File: src/rtl/ctrl_pipeline.sv
// ctrl_pipeline
// Control-path pipeline for a classic 5-stage MIPS-style core. It carries the
// ID-stage control bundles through the ID/EX, EX/MEM and MEM/WB registers,
// detects load-use hazards (stall plus bubble), generates the IF/ID flush for
// taken branches and jumps, and selects EX operand forwarding.
//
// Ports
//   clk_i            clock, all state updates on the rising edge
//   rst_i            asynchronous active-low reset
//   WB_i             {RegWrite, MemtoReg} from ID
//   MEM_i            {MemWrite, MemRead} from ID
//   EX_i             {ALUSrc, ALUOp[1:0], RegDst} from ID
//   Rs_i/Rt_i/Rd_i   register fields of the instruction in ID
//   branch_taken_i   beq resolved taken in ID
//   jump_i           j in ID
//   stall_o          hold PC and IF/ID
//   ifid_flush_o     zero the IF/ID instruction
//   ex_*             EX-stage controls and destination register
//   ForwardA_o/B_o   EX operand select: 00 regfile, 10 EX/MEM, 01 MEM/WB
//   mem_*            MEM-stage controls and destination register
//   wb_*             WB-stage controls and destination register
module ctrl_pipeline #(
  parameter int RA_W = 5
) (
  input  logic            clk_i,
  input  logic            rst_i,
  input  logic [1:0]      WB_i,
  input  logic [1:0]      MEM_i,
  input  logic [3:0]      EX_i,
  input  logic [RA_W-1:0] Rs_i,
  input  logic [RA_W-1:0] Rt_i,
  input  logic [RA_W-1:0] Rd_i,
  input  logic            branch_taken_i,
  input  logic            jump_i,
  output logic            stall_o,
  output logic            ifid_flush_o,
  output logic            ex_ALUSrc_o,
  output logic [1:0]      ex_ALUOp_o,
  output logic [RA_W-1:0] ex_WriteReg_o,
  output logic [1:0]      ForwardA_o,
  output logic [1:0]      ForwardB_o,
  output logic            mem_MemWrite_o,
  output logic            mem_MemRead_o,
  output logic [RA_W-1:0] mem_WriteReg_o,
  output logic            wb_RegWrite_o,
  output logic            wb_MemtoReg_o,
  output logic [RA_W-1:0] wb_WriteReg_o
);

  localparam logic [RA_W-1:0] REG_ZERO = {RA_W{1'b0}};

  // ID/EX stage
  logic [1:0]      idex_wb_r;
  logic [1:0]      idex_mem_r;
  logic [3:0]      idex_ex_r;
  logic [RA_W-1:0] idex_rs_r;
  logic [RA_W-1:0] idex_rt_r;
  logic [RA_W-1:0] idex_rd_r;
  // EX/MEM stage
  logic [1:0]      exmem_wb_r;
  logic [1:0]      exmem_mem_r;
  logic [RA_W-1:0] exmem_wr_r;
  // MEM/WB stage
  logic [1:0]      memwb_wb_r;
  logic [RA_W-1:0] memwb_wr_r;

  logic            stall_s;
  logic [RA_W-1:0] ex_write_reg_s;

  // Forward select for one EX operand. EX/MEM wins over MEM/WB because it
  // holds the younger result; register 0 is never a source.
  function automatic logic [1:0] fwd_sel(
    input logic [RA_W-1:0] src,
    input logic            exmem_rw,
    input logic [RA_W-1:0] exmem_wr,
    input logic            memwb_rw,
    input logic [RA_W-1:0] memwb_wr
  );
    logic [1:0] sel;
    if (exmem_rw && (exmem_wr != REG_ZERO) && (exmem_wr == src)) begin
      sel = 2'b10;
    end else if (memwb_rw && (memwb_wr != REG_ZERO) && (memwb_wr == src)) begin
      sel = 2'b01;
    end else begin
      sel = 2'b00;
    end
    return sel;
  endfunction

  // Destination register mux: RegDst selects Rd (R-type) over Rt (I-type).
  always_comb begin
    if (idex_ex_r[0]) begin
      ex_write_reg_s = idex_rd_r;
    end else begin
      ex_write_reg_s = idex_rt_r;
    end
  end

  // Load-use hazard: the load in EX targets a register the ID instruction reads.
  always_comb begin
    if (idex_mem_r[0] && (idex_rt_r != REG_ZERO) &&
        ((idex_rt_r == Rs_i) || (idex_rt_r == Rt_i))) begin
      stall_s = 1'b1;
    end else begin
      stall_s = 1'b0;
    end
  end

  // Stage registers; a stall loads a bubble into the ID/EX control fields only.
  always_ff @(posedge clk_i or negedge rst_i) begin
    if (!rst_i) begin
      idex_wb_r   <= 2'b00;
      idex_mem_r  <= 2'b00;
      idex_ex_r   <= 4'b0000;
      idex_rs_r   <= REG_ZERO;
      idex_rt_r   <= REG_ZERO;
      idex_rd_r   <= REG_ZERO;
      exmem_wb_r  <= 2'b00;
      exmem_mem_r <= 2'b00;
      exmem_wr_r  <= REG_ZERO;
      memwb_wb_r  <= 2'b00;
      memwb_wr_r  <= REG_ZERO;
    end else begin
      if (stall_s) begin
        idex_wb_r  <= 2'b00;
        idex_mem_r <= 2'b00;
        idex_ex_r  <= 4'b0000;
      end else begin
        idex_wb_r  <= WB_i;
        idex_mem_r <= MEM_i;
        idex_ex_r  <= EX_i;
      end
      idex_rs_r   <= Rs_i;
      idex_rt_r   <= Rt_i;
      idex_rd_r   <= Rd_i;
      exmem_wb_r  <= idex_wb_r;
      exmem_mem_r <= idex_mem_r;
      exmem_wr_r  <= ex_write_reg_s;
      memwb_wb_r  <= exmem_wb_r;
      memwb_wr_r  <= exmem_wr_r;
    end
  end

  // Stall only follows ID/EX state, which reset clears, so it already reads 0
  // in reset. Flush depends on raw inputs and is gated by reset explicitly.
  assign stall_o      = stall_s;
  assign ifid_flush_o = rst_i & (branch_taken_i | jump_i) & ~stall_s;

  assign ex_ALUSrc_o   = idex_ex_r[3];
  assign ex_ALUOp_o    = idex_ex_r[2:1];
  assign ex_WriteReg_o = ex_write_reg_s;

  assign ForwardA_o = fwd_sel(idex_rs_r, exmem_wb_r[1], exmem_wr_r,
                              memwb_wb_r[1], memwb_wr_r);
  assign ForwardB_o = fwd_sel(idex_rt_r, exmem_wb_r[1], exmem_wr_r,
                              memwb_wb_r[1], memwb_wr_r);

  assign mem_MemWrite_o = exmem_mem_r[1];
  assign mem_MemRead_o  = exmem_mem_r[0];
  assign mem_WriteReg_o = exmem_wr_r;

  assign wb_RegWrite_o  = memwb_wb_r[1];
  assign wb_MemtoReg_o  = memwb_wb_r[0];
  assign wb_WriteReg_o  = memwb_wr_r;

endmodule

File: config.mk
export PLATFORM = sky130hd
export DESIGN_NAME = ctrl_pipeline
export DESIGN_NICKNAME = d
export VERILOG_FILES = /design/src/rtl/ctrl_pipeline.sv
export SDC_FILE = /design/constraint.sdc
export NUM_CORES = 1
export LEC_CHECK = 0
export ABC_CLOCK_PERIOD_IN_PS = 2130
export CELL_PAD_IN_SITES_DETAIL_PLACEMENT = 1
export CELL_PAD_IN_SITES_GLOBAL_PLACEMENT = 1
export CORE_UTILIZATION = 34
export DETAILED_ROUTE_END_ITERATION = 7
export PLACE_DENSITY_LB_ADDON = 0.2
export SKIP_LAST_GASP = 1
export SLEW_MARGIN = 20
export SYNTH_ARGS = -nofsm -noshare
export SYNTH_HDL_FRONTEND = slang
export SYNTH_SLANG_ARGS = --single-unit
File: constraint.sdc
create_clock -name clk_i -period 2.13 [get_ports clk_i]
set_input_delay 0.3195 -clock clk_i [delete_from_list [all_inputs] [get_ports clk_i]]
set_output_delay 0.3195 -clock clk_i [all_outputs]
set_load 0.01 [all_outputs]
-- Word level (Yosys, flattened, before mapping)
Cells that the tools add are included.
- register bits: 39
- latch bits: 0
- bits in writable memories: 0
- bits in read-only memories: 0
- input bits: 27
- output and inout port bits: 28
- word-level logic and storage cells: 42
- memories kept: 0
- add/sub/neg operators: 0
- multipliers: 0
- divide/modulo/power cells: 0
- order comparisons: 0
- eq/ne operators: 6
- shift operators: 0
- mux-type cells: 9
- bitwise gates (word level): 4
- reductions and logical operators: 12
- operator list (kind ; number):
    == test 5 bit ; 6
    nonzero test 5 bit ; 3
    logical AND 1 bit ; 8
    two-way mux 2 bit ; 4
    two-way mux 5 bit ; 1
    two-way mux 4 bit ; 1
    two-way mux 1 bit ; 3
    bitwise AND 1 bit ; 2
    logical OR 1 bit ; 1
    inverter 1 bit ; 1
    bitwise OR 1 bit ; 1

-- Depth between registers and ports, before layout
Gate-level depths: netlist of run 1.
- depth after elaboration: 6
- gate-level depth with buffers: 5
- gate-level depth less buffers: 4

-- Worst setup path before layout of run 1
Ideal clock, no wire load.
- path kind: reg2out
- from: register exmem_wr_r[1], in the netlist mem_WriteReg_o[1]
- to: output port ForwardA_o[0]
- data arrival time: 1.599 ns
- data required time: 1.811 ns
- slack: 0.212 ns
- cell stages (with the launch flop): 5
- buffers on the path: 0
- cells stage by stage: dfrtp_1 > or4_1 > o21ai_2 > nor4_1 > nor4_2
- longest elaborated chain between the ends: 4
- elaborated cells on any way between the ends: 5
- those cells by class: 1 x eq/ne; 1 x mux; 3 x reduce/logical
- ends and longest elaborated chain (element ; RTL line ; RTL):
    start: declaration ; 62 ; logic [RA_W-1:0] exmem_wr_r;
    start signal: assignment ; 138 ; exmem_wr_r <= ex_write_reg_s;
    nonzero test 5 bit ; 80 ; if (exmem_rw && (exmem_wr != REG_ZERO) && (exmem_wr == src)) begin
    logical AND 1 bit ; 80 ;
    logical AND 1 bit * ; 80 ;
    two-way mux 2 bit * ; 80 ;
    end: declaration ; 40 ; output logic [1:0] ForwardA_o,
Every way passes the cells marked *; elsewhere a longest branch is shown, timed or not.

-- Final worst setup path of run 1
- from: register exmem_wr_r[1], in the netlist mem_WriteReg_o[1]
- to: output port ForwardB_o[0]
- longest elaborated chain between the ends: 4
- elaborated cells on any way between the ends: 5
- those cells by class: 1 x eq/ne; 1 x mux; 3 x reduce/logical
- ends and longest elaborated chain (element ; RTL line ; RTL):
    nonzero test 5 bit ; 80 ;
    logical AND 1 bit ; 80 ;
    logical AND 1 bit * ; 80 ;
    two-way mux 2 bit * ; 80 ;
    end: declaration ; 41 ; output logic [1:0] ForwardB_o,
Marks and branches as above.

==> results.yml, run 1 <==
critical_path:
  endpoint_kind: "primary output"
  crit_arrival_ns: 1.95
  path_max_fanout: 2
  worstPathRequired_ns: 1.81
  r2r_slack_ns: 0.42
  start_kind: "register"
  critPathKind: "reg2out"
  r2r_cells: 5
route:
  num_vias: 1174
  antenna_violating_nets_post_route: 0
  vias_per_cell: 4.71
  drt-pass1-iter-count: 4
  first_iter_violations: 33
  wl_per_cell_um: 16.1
  drc: 0
  wl_um: 4010
floorplan:
  ioPinCount: 55
  rows: 24
  die_h_um: 69.6
  dieArea_um2: 4840
  core-area_um2: 4380
  start_util_pct: 35.4
  die_w_um: 69.6
pwr:
  p_per_area_nw_per_um2: 669
  p_leak_nw: 1.05
  peakVddDrop_uv: 501
global_route:
  top_usage_layer: "met2"
  met3_usage_pct: 4.94
  grt_usage_pct: 18.1
  grt_pass1_wl_um: 6490
  grt_max_degree: 40
  first_global_vias: 1316
  use_met2_pct: 32.9
  grt_overflow: 0
  grtUsageMet1_pct: 18.5
  antenna_found_initial: 0
logic_synthesis:
  synth_cell_types: 21
  synthSimpleGateAreaFrac_pct: 7.02
  synth_compound_area_share_pct: 6.77
  syn-instance-count: 111
  syn_nets: 138
  postSynth.asyncResetShare_pct: 100
  yosys_warnings: 0
  muxShareOfSynthArea_pct: 3.63
  ys_ff_latch: 39
  synth_top_area_share_pct: 62.9
  yosysTopAreaCell: "dfrtp_1"
  synth_seq_area_share_pct: 62.9
  ys_top_cells_by_count: "dfrtp_1 (39), xnor2_1 (16), xor2_1 (14), a21boi_1 (8)"
  synth_top_family_by_area: "XOR/XNOR gates"
  yosys-top-cells-area: "dfrtp_1 (63%), xnor2_1 (9.0%), xor2_1 (7.9%), a21boi_1 (3.9%), mux2_2 (3.6%)"
  synthAdderAreaFrac_pct: 0
  synthXorXnorAreaFrac_pct: 16.9
  syn_area_um2: 1550
  synth-edff-count: 0
  syn_avg_cell_area_um2: 14.0
  synth_most_common_cell: "dfrtp_1"
  synthFlopType: "dfrtp_1"
outcome:
  outcome: "complete, but fails checks"
  failed_checks: "negative setup slack"
finish:
  nNetsFinal: 223
  drive_above_1_share_pct: 32.0
  fill_cells: 438
  utilization_pct: 56.2
  area_delta_synth_final_pct: 58.7
  diodes: 0
  final_cells: 249
clock_network:
  cts_sinks: 39
  clockRootBuffer: "clkbuf_8"
  clk_path_buf_depth: 2
  cts_max_level: 2
  cts_tree: "done"
  clk_latency_ns: 0.29
  numCtsBuffers: 5
  clk_pin_slew_ns: 0.07
place:
  gp_congestion: 0.828
  place_inst: 233
  io_buffers: 54
  hpwl_um: 3050
sta:
  fin_crit_sh_pct: 107
  final_hold_viol_count: 0
  rsz0062_at_grt: "yes"
  setup_violations: 4
  fin_crit_ns: 2.27
  max-slew-margin-rel_pct: 67.9
  timing.final.max_slew_violations: 0
  fin_skew_ns: 0.00641
  timing.final.ws_setup_ns: -0.139
  fin_hold_ws_ns: 0.0872
  fmax_mhz: 441
  tightest_slew_ns: 0.482
hold_path:
  hold_class: "in2async"
flow_run:
  cap_violations: 0
logic make-up after synthesis:
group | Yosys count
buffers and inverters | 7
XOR/XNOR | 30
multiplexers | 5
flip-flops | 39
AO/OA/AOI/OAI | 14
AND/OR/NAND/NOR | 16
repair_timing:
| item | in CTS | in global routing |
|---|---|---|
| setup buffers | 3 | 5 |
| gates resized for setup | 32 | 5 |
| hold buffers | 0 | 0 |
| pin swaps | 10 | 8 |
| setup endpoints to repair | 6 | 6 |
layer usage:
| metal | vias to the layer above | wire length [um] |
|---|---|---|
| li1 | 540 | - |
| met1 | 579 | 1400 |
| met2 | 41 | 2250 |
| met3 | 14 | 184 |
| met4 | 0 | 167 |
| met5 | - | 0 |
registers in the layout, summed over array words and instances (netlist names):
register	cells
idex_rt_r	5
idex_mem_r	2
idex_rd_r	5
exmem_wb_r	2
mem_WriteReg_o	5
idex_rs_r	5
wb_WriteReg_o	5
exmem_mem_r	2
idex_wb_r	2
memwb_wb_r	2
idex_ex_r	4
layout by cell type (no fill, tap or decap), types with 2 or more instances in the layout:
cell type	count
clkdlybuf4s50_1	47
dfrtp_1	37
buf_4	29
xnor2_1	15
xor2_1	14
a21boi_1	8
buf_2	6
mux2_2	5
clkbuf_8	5
nand3_1	4
or4_1	3
nand2_1	2
or4_4	2
nor4_4	2
nor4_2	2
clkbuf_1	2
dfrtp_2	2
buf_6	2
worst max-delay path: stages, from the launching register on:
cell	delay, ns
dfrtp_1	0.39
or4_4	0.55
o21ai_4	0.18
nor4_4	0.08
nor4_2	0.29
buf_2	0.18
cell type report:
cell class	count	area (um^2)	area share (%)
clock buffer	7	76.3	3.10
clock inverter	1	5.00	0.203
multi-input combinational	65	592	24.0
sequential	39	978	39.7
tap	52	65.1	2.64
timing repair buffer	85	746	30.3
final timing paths:
check	from	endpoint
min in group clk_i	idex_mem_r[1]	exmem_mem_r[1]
max in group asynchronous	rst_i	idex_rt_r[2]
worst max-delay path	mem_WriteReg_o[1]	ForwardB_o[0]
worst min register to register	idex_mem_r[1]	exmem_mem_r[1]
worst max register to register	idex_rt_r[0]	idex_mem_r[1]
worst min-delay path	rst_i	idex_ex_r[3]
power by group:
group | leakage (nW) | switching [mW] | internal (mW)
combinational | 0.555 | 0.149 | 0.208
sequential | 0.454 | 0.0359 | 0.789
clock | 0.0422 | 0.236 | 0.229
total | 1.05 | 0.421 | 1.23
metrics by stage:
stage	instance area [um^2]	total power [mW]	setup TNS [ns]	worst slack [ns]
3_5_place_dp	2280	1.17	-0.921	-0.207
5_1_grt	2460	1.73	-0.576	-0.203
4_1_cts	2410	1.65	-0.426	-0.120
2_1_floorplan	1550	0.958	0	0.212
3_3_place_gp	2280	1.15	-0.534	-0.195
6_report	2460	1.65	-0.277	-0.139
Power figures use the tool's default switching activity.
==> run 2, diff against run 1 <==
--- a/config.mk
+++ b/config.mk
@@ -6,9 +6,11 @@
 export NUM_CORES = 1
 export LEC_CHECK = 0
 export ABC_CLOCK_PERIOD_IN_PS = 2130
+export CAP_MARGIN = 20
 export CELL_PAD_IN_SITES_DETAIL_PLACEMENT = 1
 export CELL_PAD_IN_SITES_GLOBAL_PLACEMENT = 1
-export CORE_UTILIZATION = 34
+export CORE_UTILIZATION = 36
+export CTS_BUF_LIST = sky130_fd_sc_hd__clkbuf_2 sky130_fd_sc_hd__clkbuf_4 sky130_fd_sc_hd__clkbuf_8
 export DETAILED_ROUTE_END_ITERATION = 7
 export PLACE_DENSITY_LB_ADDON = 0.2
 export SKIP_LAST_GASP = 1
==> run 2 against run 1 <==
Against the previous run:
- the run still ends with negative setup slack left
- routed wire length rose by 8.2%
- critical path type unchanged
- global-route usage rose by 4.1 points
- highest routed layer unchanged
- clock power rose by 40%
- critical path depth did not move
- flip-flop and latch count did not move
- final area rose by 3.0%
- total power rose by 12%
- setup slack improved by 0.015 ns
==> results.yml, run 2 (synthesized netlist as in run 1, its figures left out) <==
route:
  antenna_violating_nets_post_route: 0
  vias_per_cell: 4.76
  first_iter_violations: 25
  drc: 0
  num_vias: 1162
  wl_um: 4340
  drt-pass1-iter-count: 3
  wl_per_cell_um: 17.8
floorplan:
  dieArea_um2: 4580
  die_w_um: 67.7
  rows: 23
  core-area_um2: 4060
  ioPinCount: 55
  die_h_um: 67.7
  start_util_pct: 38.2
finish:
  diodes: 0
  nNetsFinal: 220
  final_cells: 244
  drive_above_1_share_pct: 35.1
  fill_cells: 425
  utilization_pct: 62.5
  area_delta_synth_final_pct: 63.5
  final_common_cell: "clkdlybuf4s50_1"
  final_cell_mix: "clkdlybuf4s50_1 (46), dfrtp_1 (37), buf_4 (27)"
critical_path:
  endpoint_kind: "primary output"
  worst_path_largest_cell_delay_ns: 0.56
  cp_slowest_cell: "or4_4"
  path_cells: "or4_4 > o21ai_4 > nor4_4 > nor4_2 > buf_2"
  path_max_fanout: 2
  critPathKind: "reg2out"
  crit_arrival_ns: 1.93
  start_kind: "register"
  worstPathRequired_ns: 1.81
pwr:
  p_sw_mw: 0.470
  p_sw_share_pct: 25.4
  clkPwrFrac_pct: 35.1
  p_int_mw: 1.38
  sequentialPowerShare_pct: 44.6
  peakVddDrop_uv: 526
  p_leak_nw: 1.10
  combPwrFrac_pct: 20.3
  p_total_mw: 1.85
  p_per_area_nw_per_um2: 729
sta:
  fin_crit_sh_pct: 106
  max-slew-margin-rel_pct: 67.5
  tightest_slew_ns: 0.488
  timing.final.ws_setup_ns: -0.123
  setup_violations: 3
  timing.final.max_slew_violations: 0
  fin_crit_ns: 2.25
  fmax_mhz: 444
  final_hold_viol_count: 0
  fin_skew_ns: 0.00167
  tns_ns: -0.327
  rsz0062_at_grt: "yes"
global_route:
  grt_usage_pct: 22.1
  antenna_found_initial: 0
  first_global_vias: 1318
  grt_pass1_wl_um: 6840
  grt_max_degree: 40
  grt_overflow: 0
outcome:
  outcome: "complete, but fails checks"
  failed_checks: "negative setup slack"
clock_network:
  cts_tree: "done"
  cts_sinks: 39
  cts_max_level: 2
  numCtsBuffers: 5
  clk_path_buf_depth: 2
  cts_hold_buf: 0
  clk_latency_ns: 0.30
  clockRootBuffer: "clkbuf_8"
  clk_pin_slew_ns: 0.08
place:
  hpwl_um: 2960
  pre_cts_ws_ns: -0.331
  place_inst: 231
  gp_congestion: 0.758
  io_buffers: 54
flow_run:
  cap_violations: 0
hold_path:
  hold_class: "in2async"
## run 2: cell count changes in the layout (fill, tap and decap cells not counted), sizes merged
cell and delta:
buf -2, clkbuf -2, bufinv +1, clkdlybuf4s50 -1, dlymetal6s2s +1
## run 2: metal layers
layer	up-vias	track usage (%)	wire length (um)
met5	-	0	0
met4	0	13.3	121
met3	9	4.22	207
met2	39	41.3	2470
met1	578	22.4	1540
li1	536	-	-
## run 2: path summary, 6_finish.rpt
check | endpoint | depth (start not counted) | start | slack, ns
worst max-delay path | ForwardA_o[0] | 5 | mem_WriteReg_o[2] | -0.12
worst min-delay path | idex_ex_r[3] | 2 | rst_i | 0.08
worst max register to register | idex_mem_r[1] | 4 | idex_rt_r[4] | 0.54
worst min register to register | exmem_wb_r[1] | 0 | idex_wb_r[1] | 0.36
max in group asynchronous | idex_rt_r[2] | 2 | rst_i | 1.68
min in group clk_i | exmem_wb_r[1] | 0 | idex_wb_r[1] | 0.36
## run 2: stage by stage
step | hold WS [ns] | instance area [um^2]
3_5_place_dp | 0.340 | 2280
2_1_floorplan | 0.0239 | 1550
6_report | 0.0805 | 2540
5_1_grt | 0.114 | 2540
4_1_cts | 0.0913 | 2510
3_3_place_gp | 0.338 | 2280
## run 2: what timing repair did
action,4_1_cts,5_1_grt
gates resized for setup,44,3
pin swaps,12,3
setup buffers,3,2
endpoints found under the setup margin,6,7
## run 2: cell type report
class | count | area [um^2] | area share (%)
clock buffers | 6 | 82.6 | 3.25
clock inverters | 2 | 35.0 | 1.38
multi-input cells | 65 | 651 | 25.6
flip-flops and latches | 39 | 978 | 38.6
well taps | 50 | 62.6 | 2.47
repair buffers | 82 | 728 | 28.7
## run 2: power groups by stage
stage	logic (mW)	registers, mW	clock network (mW)
after global routing	0.404	0.831	0.692
after detailed placement	0.329	0.836	0
after floorplan	0.113	0.845	0
final	0.376	0.826	0.649
after CTS	0.369	0.825	0.660
after global placement	0.318	0.834	0
## run 2: worst max-delay path, delay by kind of cell (launching register included)
kind                   cells  cell delay [ns]
DFF                        1             0.40
and+or+nand+nor            3             0.88
buffers and inverters      1             0.17
AOI/OAI and AO/OA          1             0.19
==> run 3, diff against run 2 <==
--- a/config.mk
+++ b/config.mk
@@ -5,7 +5,7 @@
 export SDC_FILE = /design/constraint.sdc
 export NUM_CORES = 1
 export LEC_CHECK = 0
-export ABC_CLOCK_PERIOD_IN_PS = 2130
+export ABC_CLOCK_PERIOD_IN_PS = 2100
 export CAP_MARGIN = 20
 export CELL_PAD_IN_SITES_DETAIL_PLACEMENT = 1
 export CELL_PAD_IN_SITES_GLOBAL_PLACEMENT = 1
==> constraint.sdc (replaced) <==
create_clock -name clk_i -period 2.1 [get_ports clk_i]
set_input_delay 0.315 -clock clk_i [delete_from_list [all_inputs] [get_ports clk_i]]
set_output_delay 0.315 -clock clk_i [all_outputs]
set_load 0.01 [all_outputs]
==> run 3 against run 2 <==
Against the previous run:
- the flow still finishes with violations (negative setup slack)
- sequential power rose by 1%
- non-clock buffer count rose by 4
- cell count grew 1.6%
- register-to-register slack worse by 0.09 ns
- die area is the same
- count of clock-buffer cells in the layout decreased by 1
- global-route usage fell by 1.9 points
- clock skew grew 0.0018 ns
- core utilization grew 2.4 points
- critical path type unchanged
- critical endpoint is now ForwardB_o[0]
- largest cell class unchanged
- largest power group unchanged
==> results.yml, run 3 (synthesized netlist as in run 1, its figures left out) <==
sta:
  final_hold_viol_count: 0
  fin_crit_sh_pct: 108
  fin_skew_ns: 0.00347
  fin_crit_ns: 2.28
  max-slew-margin-rel_pct: 67.3
  rsz0062_at_grt: "yes"
  setup_violations: 4
  timing.final.ws_setup_ns: -0.176
  fmax_mhz: 439
  timing.final.max_slew_violations: 0
  tightest_slew_ns: 0.490
global_route:
  grt_max_degree: 40
  grt_usage_pct: 20.3
  use_met2_pct: 34.5
  met3_usage_pct: 8.28
  grt_overflow: 0
  antenna_found_initial: 0
  top_usage_layer: "met2"
  grt_pass1_wl_um: 6260
  grtUsageMet1_pct: 21.9
  first_global_vias: 1215
outcome:
  failed_checks: "negative setup slack"
  outcome: "complete, but fails checks"
route:
  vias_per_cell: 4.86
  wl_per_cell_um: 17.3
  antenna_violating_nets_post_route: 0
  num_vias: 1206
  drt-pass1-iter-count: 2
  drc: 0
  first_iter_violations: 25
  wl_um: 4300
pwr:
  p_leak_nw: 1.13
  sequentialPowerShare_pct: 42.4
  peakVddDrop_uv: 602
  clkPwrFrac_pct: 37.5
  p_per_area_nw_per_um2: 750
  p_int_mw: 1.50
  p_sw_share_pct: 24.1
  combPwrFrac_pct: 20.1
  p_sw_mw: 0.477
place:
  gp_congestion: 0.761
  io_buffers: 54
  pre_cts_ws_ns: -0.317
  hpwl_um: 2860
floorplan:
  ioPinCount: 55
  rows: 23
  die_w_um: 67.7
  dieArea_um2: 4580
  core-area_um2: 4060
  die_h_um: 67.7
  start_util_pct: 38.2
clock_network:
  cts_sinks: 39
  cts_tree: "done"
  cts_hold_buf: 0
  clk_path_buf_depth: 2
  clk_latency_ns: 0.29
  cts_max_level: 2
  numCtsBuffers: 5
  clk_pin_slew_ns: 0.07
  clockRootBuffer: "clkbuf_8"
finish:
  area_delta_synth_final_pct: 69.9
  final_cell_mix: "clkdlybuf4s50_1 (47), dfrtp_1 (38), buf_4 (29)"
  final_common_cell: "clkdlybuf4s50_1"
  drive_above_1_share_pct: 38.4
  nNetsFinal: 224
  utilization_pct: 65.0
  multi_input_area_um2: 692
  seqCellArea_um2: 977
  fill_cells: 391
  diodes: 0
critical_path:
  r2r_start: "idex_rt_r[2]"
  path_max_fanout: 2
  critPathKind: "reg2out"
  r2r_slack_ns: 0.45
  r2r_cells: 8
  endpoint_kind: "primary output"
  crit_arrival_ns: 1.96
  r2r-end: "idex_ex_r[1]"
  start_kind: "register"
  worstPathRequired_ns: 1.78
hold_path:
  hold_class: "in2async"
flow_run:
  cap_violations: 0
run 3: cell count changes in the layout (fill, tap and decap cells not counted), sizes merged:
| cell | previous run | this run |
|---|---|---|
| buf | 35 | 38 |
| bufinv | 1 | 2 |
| clkbuf | 6 | 5 |
| clkdlybuf4s15 | 0 | 1 |
| clkdlybuf4s50 | 46 | 47 |
| clkinv | 1 | 0 |
| clkinvlp | 0 | 1 |
| dlymetal6s2s | 1 | 0 |
run 3: area by class of cell:
type,instances,area share (%)
clock inverter,3,2.56
sequential,39,37.1
tap,50,2.37
clock buffer,5,2.61
timing repair buffer,86,29.1
multi-input combinational,65,26.2
run 3: what timing repair did:
item	4_1_cts	5_1_grt
buffers inserted	5	5
endpoints found under the setup margin	6	6
pin swaps	10	12
resized for setup	28	24
run 3: routing by layer:
layer / routed length, um / share of wire, % / vias to the layer above
met3: 287 / 6.7 / 16
met4: 160 / 3.7 / 0
met2: 2320 / 54 / 50
met5: 0 / 0 / -
met1: 1530 / 36 / 596
li1: - / - / 544
run 3: power groups by stage:
| stage | clock network [mW] | logic, mW | registers [mW] |
|---|---|---|---|
| floorplan | 0 | 0.115 | 0.857 |
| global placement | 0 | 0.325 | 0.846 |
| detailed placement | 0 | 0.334 | 0.848 |
| CTS | 0.765 | 0.360 | 0.835 |
| global route | 0.800 | 0.424 | 0.843 |
| finish | 0.742 | 0.397 | 0.837 |
run 3: worst max path at each step:
| stage | startpoint | end | slack, ns | cells after the start |
|---|---|---|---|---|
| after floorplan | mem_WriteReg_o[1] | ForwardA_o[0] | 0.19 | 4 |
| after global placement | Rt_i[2] | stall_o | -0.27 | 6 |
| after detailed placement | Rs_i[4] | stall_o | -0.32 | 6 |
| after CTS | mem_WriteReg_o[4] | ForwardB_o[0] | -0.17 | 5 |
| after global routing | mem_WriteReg_o[1] | ForwardA_o[0] | -0.26 | 6 |
| final | mem_WriteReg_o[2] | ForwardB_o[0] | -0.18 | 5 |
run 3: per-stage QoR:
step	TNS (ns)	hold slack, ns	cell area (um^2)	cells	power [mW]
4_1_cts	-0.643	0.0925	2500	246	1.96
3_5_place_dp	-1.26	0.336	2290	233	1.18
2_1_floorplan	0	0.0194	1550	111	0.972
5_1_grt	-0.895	0.101	2640	248	2.07
6_report	-0.463	0.0836	2640	248	1.98
3_3_place_gp	-1.04	0.338	2290	233	1.17
run 3: worst max-delay path, cell delays in order (launching register included):
cell	delay (ns)
dfrtp_1	0.41
or4_4	0.56
o21ai_4	0.22
nor4_4	0.06
nor4_2	0.25
buf_2	0.16
